### config.mk
export PLATFORM = sky130hd
export DESIGN_NAME = regfile_wb_arbiter
export DESIGN_NICKNAME = d
export VERILOG_FILES = /design/src/rtl/risc_v_32i_pkg.sv /design/src/rtl/regfile_wb_arbiter.sv
export SDC_FILE = /design/constraint.sdc
export NUM_CORES = 1
export LEC_CHECK = 0
export BUFFER_PORTS_ARGS = -buffer_cell sky130_fd_sc_hd__buf_4
export CORE_MARGIN = 8
export CORE_UTILIZATION = 48
export CTS_CLUSTER_SIZE = 20
export DETAILED_ROUTE_END_ITERATION = 7
export GPL_TIMING_DRIVEN = 0
export MAX_ROUTING_LAYER = met4
export PLACE_DENSITY = 0.92
export SYNTH_ARGS = -nofsm -noshare
export SYNTH_HDL_FRONTEND = slang
export SYNTH_SLANG_ARGS = --single-unit
### constraint.sdc
create_clock -name clk -period 5.5 [get_ports clk]
set_clock_uncertainty 0.05 [all_clocks]
set_input_delay 0.275 -clock clk [delete_from_list [all_inputs] [get_ports clk]]
set_output_delay 0.275 -clock clk [all_outputs]
set_load 0.005 [all_outputs]
### src/rtl/risc_v_32i_pkg.sv
// Shared RV32I register-file definitions used by the write-back path.
package risc_v_32i;

   localparam int REG_WIDTH = 5;
   localparam int REG_SIZE  = 32;
   localparam int REG_COUNT = 32;

   typedef enum logic [0:0] {
      WB_CLEAR = 1'b0,
      WB_RUN   = 1'b1
   } wb_state_t;

endpackage

### src/rtl/regfile_wb_arbiter.sv
// Register-file write-port controller: zeroes x1..x31 after reset, then
// round-robin arbitrates the single write port between ALU (A) and load (M).
import risc_v_32i::*;

module regfile_wb_arbiter #(
   parameter int CLEAR_ON_RESET = 1
) (
   input  logic                  clk,
   input  logic                  rst_n,
   input  logic                  a_valid,
   input  logic [REG_WIDTH-1:0]  a_addr,
   input  logic [REG_SIZE-1:0]   a_data,
   output logic                  a_ready,
   input  logic                  m_valid,
   input  logic [REG_WIDTH-1:0]  m_addr,
   input  logic [REG_SIZE-1:0]   m_data,
   output logic                  m_ready,
   output logic                  write_enable,
   output logic [REG_WIDTH-1:0]  write_addr,
   output logic [REG_SIZE-1:0]   write_data,
   output logic                  init_done
);

   localparam wb_state_t RESET_STATE = (CLEAR_ON_RESET != 0) ? WB_CLEAR : WB_RUN;

   wb_state_t            state;
   logic [REG_WIDTH-1:0] counter;
   logic                 ptr_m;
   logic                 live;
   logic                 a_fire;
   logic                 m_fire;

   // Readies are gated by init_done so they stay low through reset and the
   // first cycle, even when the clear sequence is skipped.
   assign live    = (state == WB_RUN) && init_done;
   assign a_ready = live && a_valid && (!m_valid || !ptr_m);
   assign m_ready = live && m_valid && (!a_valid || ptr_m);
   assign a_fire  = a_valid && a_ready;
   assign m_fire  = m_valid && m_ready;

   // The clear counter wraps from 31 to 0; the zero value marks the extra
   // edge on which init_done rises and the state moves to RUN.
   always_ff @(posedge clk or negedge rst_n) begin
      if (!rst_n) begin
         state        <= RESET_STATE;
         counter      <= {{(REG_WIDTH-1){1'b0}}, 1'b1};
         ptr_m        <= 1'b0;
         write_enable <= 1'b0;
         write_addr   <= '0;
         write_data   <= '0;
         init_done    <= 1'b0;
      end else begin
         case (state)
            WB_CLEAR: begin
               if (counter != '0) begin
                  write_enable <= 1'b1;
                  write_addr   <= counter;
                  write_data   <= '0;
                  counter      <= counter + 1'b1;
               end else begin
                  write_enable <= 1'b0;
                  state        <= WB_RUN;
                  init_done    <= 1'b1;
                  counter      <= {{(REG_WIDTH-1){1'b0}}, 1'b1};
               end
            end
            WB_RUN: begin
               init_done <= 1'b1;
               if (a_fire) begin
                  write_enable <= (a_addr != '0);
                  ptr_m        <= 1'b1;
                  if (a_addr != '0) begin
                     write_addr <= a_addr;
                     write_data <= a_data;
                  end
               end else if (m_fire) begin
                  write_enable <= (m_addr != '0);
                  ptr_m        <= 1'b0;
                  if (m_addr != '0) begin
                     write_addr <= m_addr;
                     write_data <= m_data;
                  end
               end else begin
                  write_enable <= 1'b0;
               end
            end
            default: begin
               state        <= RESET_STATE;
               write_enable <= 1'b0;
            end
         endcase
      end
   end

endmodule

* After elaboration in Yosys (flattened, before gate mapping) *
Cells that the tools add are included.

word-level totals
  output and inout bits = 41
  bits in registers = 46
  word-level logic and storage cells = 55

operators by class
  add/sub/neg operators = 1
  reductions and logical operators = 18
  mux-type cells = 23
  equal/unequal tests = 5
  bitwise operators = 1

operator list
  kind                 count
  $mux 32              5
  $pmux 32 s2          1
  $mux 5               6
  $reduce_bool 5->1    3
  $pmux 5 s2           1
  $mux 1               8
  $logic_and 1x1->1    7
  $ne 3x1->1 const B   2
  $add 5x1->5 const B  1
  $ne 2x2->1 const B   2
  $pmux 1 s2           2
  $reduce_and 4->1     1
  $logic_not 1->1      3
  $ne 3x2->1 const B   1
  $logic_or 1x1->1     2
  $reduce_and 2->1     1
  $reduce_bool 2->1    1
  $not 1->1            1

* Depth between registers and ports, before layout *
  word-level depth = 7
  mapped depth = 8
  depth with buffers taken out = 6

* Worst setup path after synthesis *
OpenSTA, ideal clock, no wires.

  path type = reg-to-reg
  start = register counter[0]
  end = register write_data[0]
  library setup time = 125 ps
  setup slack = 3404 ps
  arrival time = 1921 ps
  stages on the path, launching flop included = 9
  path through = dfstp_2 inv_1 ha_1 nor3b_2 a21oi_1 a221o_1 buf_6 buf_6 mux2_4

between the ends
  cells in the longest elaborated chain, start to end = 3

RTL lines
  item                               RTL line                  RTL
  start, declared                    regfile_wb_arbiter.sv:27  logic [REG_WIDTH-1:0] counter;
  start signal, assigned             regfile_wb_arbiter.sv:46  counter <= {{(REG_WIDTH-1){1'b0}}, 1'b1};
  start signal, assigned             regfile_wb_arbiter.sv:59  counter <= counter + 1'b1;
  start signal, assigned             regfile_wb_arbiter.sv:64  counter <= {{(REG_WIDTH-1){1'b0}}, 1'b1};
  $reduce_bool 5->1                  regfile_wb_arbiter.sv:55  if (counter != '0) begin
  $ne 2x2->1 (no source line)        -
  $reduce_and 4->1 (no source line)  -
  end signal, assigned               regfile_wb_arbiter.sv:74  write_data <= a_data;
  end signal, assigned               regfile_wb_arbiter.sv:81  write_data <= m_data;
  end, declared                      regfile_wb_arbiter.sv:20  output logic [REG_SIZE-1:0] write_data,

No other way between the ends.
A chain may end at the register's enable or synchronous reset.

* Final worst setup path *
  start = register counter[0]
  end = register write_data[7]

Same word-level chain as after synthesis.

==> impl_metrics.ini <==
[global_routing]
grt_pass1_wl_um = 12050
busiest_layer = met2
grt_antenna_before_repair = 0
grt_usage = 0.2030
use_met2 = 0.3502
grt_use_met1 = 0.2263
grt_overflow = 0
first_global_vias = 2559
grt_max_degree = 47
grt.met3_usage = 0.05066

[clock_tree]
numCtsBuffers = 5
cts_tree = done
clockRootBuffer = clkbuf_8
cts.sinks = 46
clk_pin_slew_ns = 0.09
post-cts-setup-buffers = 0
cts_max_level = 2
clk_latency_ns = 0.29
cts_max_path_buffers = 2

[timing]
finalHoldViolations = 0
timing.fmax_mhz = 421.2
slew_headroom = 0.6200
worstMarginPinSlew_ns = 0.5700
final.min_clock_period_ns = 2.374
finalSetupViolCount = 0
slew_violations = 0
rsz0062_at_grt = false
finalSetupTns_ns = 0
min_period_over_period = 0.4316

[power]
power_frac_comb = 0.314
switching_power_uw = 257.3
irDropWorstVdd_v = 0.0001692
leakage_nw = 1.822
clkPwrFrac = 0.247
internal-power_uw = 707.9
p_seq_frac = 0.439
p_sw_frac = 0.2666
p_per_area_nw_per_um2 = 268.9

[route]
wl_per_cell_um = 17.00
drc = 0
vias = 2296
wirelength_um = 7499
drtIter0Drc = 101
drt_pass1_iterations = 4
vias_per_cell = 5.206
drtAntennaViolNets = 0

[yosys]
syn_area_per_cell_um2 = 10.23
yosysTopAreaCell = dfrtp_1
yosysWarningCount = 0
synth_area_leaders = dfrtp_1 45%, mux2_4 11%, nand3_1 7.0%
syn_inst = 244
synth_flop_cell = dfrtp_1
synth.distinct_cells = 28
synth_top_area_share = 0.4511
synthArstFlopShare = 1.000
yosys.cell_count.top_type = dfrtp_1
synth_nets = 324
synth_seq_cells = 46
synth_enable_flop_cells = 0
synth.cell_area_um2 = 2496
synthTopCellsByCount = 45 x dfrtp_1, 36 x nand2_1, 35 x nand3_1, 32 x o21ai_0, 19 x mux2_4
synth-seq-area-share = 0.4617

[min_path]
min_path_type = in2reg
hp-start = a_valid

[setup_path]
setup.worst_path.start_class = register
crit_path_end = write_data[7]
worstSetupStartpoint = counter[0]
r2r_start = counter[0]
cp-end-kind = register
path_class = reg2reg
regToRegSetupSlack_ns = 3.13
cp.required_ns = 5.63
cp_max_fo = 10
reg2reg_depth = 8
cp.arrival_ns = 2.50
r2r-end = write_data[7]

[finish]
drive_above_1_share = 0.4582
design_area_um2 = 3590
diodes = 0
num-nets-final = 450
areaGrowthSynthToFinish_pct = 43.81
final_core_util = 0.7073

[place]
numPortBuffers = 118
dp_hpwl_um = 5741
placed_area_um2 = 3470
routabilityCongestion = 0.8130

[die]
rows = 26
die_area_um2 = 7764
io_pins = 119
coreArea_um2 = 5075
dieHeight_um = 88.12
start_util = 0.4919
die_x_um = 88.12

[run_status]
status = finished, final reports clean

[job]
drv_cap = 0
[sequential cells by signal (all words and copies together), names as in the netlist]
register / flops
write_data: 32
write_addr: 5
ptr_m: 1
init_done: 1
write_enable: 1
state: 1
counter: 5
[worst max-delay path, stage by stage (launching register included)]
cell and delay (ns):
dfstp_2 0.57, inv_1 0.06, ha_1 0.18, nor3b_2 0.15, a21oi_1 0.34, a221o_1 0.22
buf_6 0.17, buf_6 0.19, mux2_4 0.31
[cells in the final DEF (no fill, tap or decap), drive strengths merged]
cell type    count
a21oi            3
o21ai           33
nor3             2
inv              5
a21boi           1
dfrtp           45
dfstp            1
ha               2
and3             1
mux2i            1
nor2             6
clkbuf          20
a221o            6
nand2           36
buf            126
nand2b           1
mux2            39
nor3b            1
nor2b            3
xnor2            2
dlygate4sd3      1
nand3           36
[final cells by class]
| type | instances | area [um2] |
|---|---|---|
| buffer | 20 | 113.9 |
| fill | 408 | 1485 |
| clock buffer | 8 | 110.1 |
| sequential | 46 | 1152 |
| multi-input combinational | 173 | 1211 |
| tap | 70 | 87.58 |
| timing repair buffer | 119 | 895.9 |
| inverter | 5 | 18.77 |
[metrics by stage]
stage	total power [mW]	hold slack [ns]	setup slack (ns)	cells
3_5_place_dp	0.7361	0.2617	3.134	432
5_1_grt	1.015	0.2699	2.994	441
4_1_cts	0.9733	0.2505	3.117	441
6_report	0.9653	0.2543	3.126	441
3_3_place_gp	0.7245	0.2547	3.206	432
2_1_floorplan	0.5636	-0.07059	3.404	244
[power groups by stage]
stage | Clock [mW] | Sequential, mW | Combinational, mW
after global placement | 0 | 0.427 | 0.298
final | 0.239 | 0.424 | 0.303
after global routing | 0.254 | 0.432 | 0.329
after CTS | 0.242 | 0.424 | 0.308
after detailed placement | 0 | 0.430 | 0.306
after floorplan | 0 | 0.432 | 0.132
[what timing repair did]
item / in CTS / in global routing
gates resized for setup: 0 / 0
endpoints found under the hold margin: 45 / 0
setup endpoints to repair: 0 / 0
hold buffers: 1 / 0
[layer usage]
| layer | up-vias | wire length, um |
|---|---|---|
| li1 | 1104 | - |
| met1 | 1102 | 2925 |
| met2 | 82 | 3969 |
| met3 | 8 | 545 |
| met4 | 0 | 59 |
| met5 | - | 0 |
[cell families after synthesis]
logic type | Yosys count | share of synthesized area
buffers and inverters | 25 | 0.05313
multiplexers | 40 | 0.2085
AO/OA/AOI/OAI | 43 | 0.1008
AND/OR/NAND/NOR | 86 | 0.1589
XOR/XNOR | 2 | 0.007019
flip-flops | 46 | 0.4617
adder cells (fa/ha/maj) | 2 | 0.01002
[how the worst min path moves through the flow]
stage | cells past startpoint | to | slack, ns
3_3_place_gp | 1 | write_data[0] | 0.25
5_1_grt | 3 | ptr_m | 0.27
6_report | 3 | ptr_m | 0.25
3_5_place_dp | 1 | write_data[4] | 0.26
2_1_floorplan | 0 | counter[1] | -0.07
4_1_cts | 3 | ptr_m | 0.25
(Power assumes the default switching activity.)
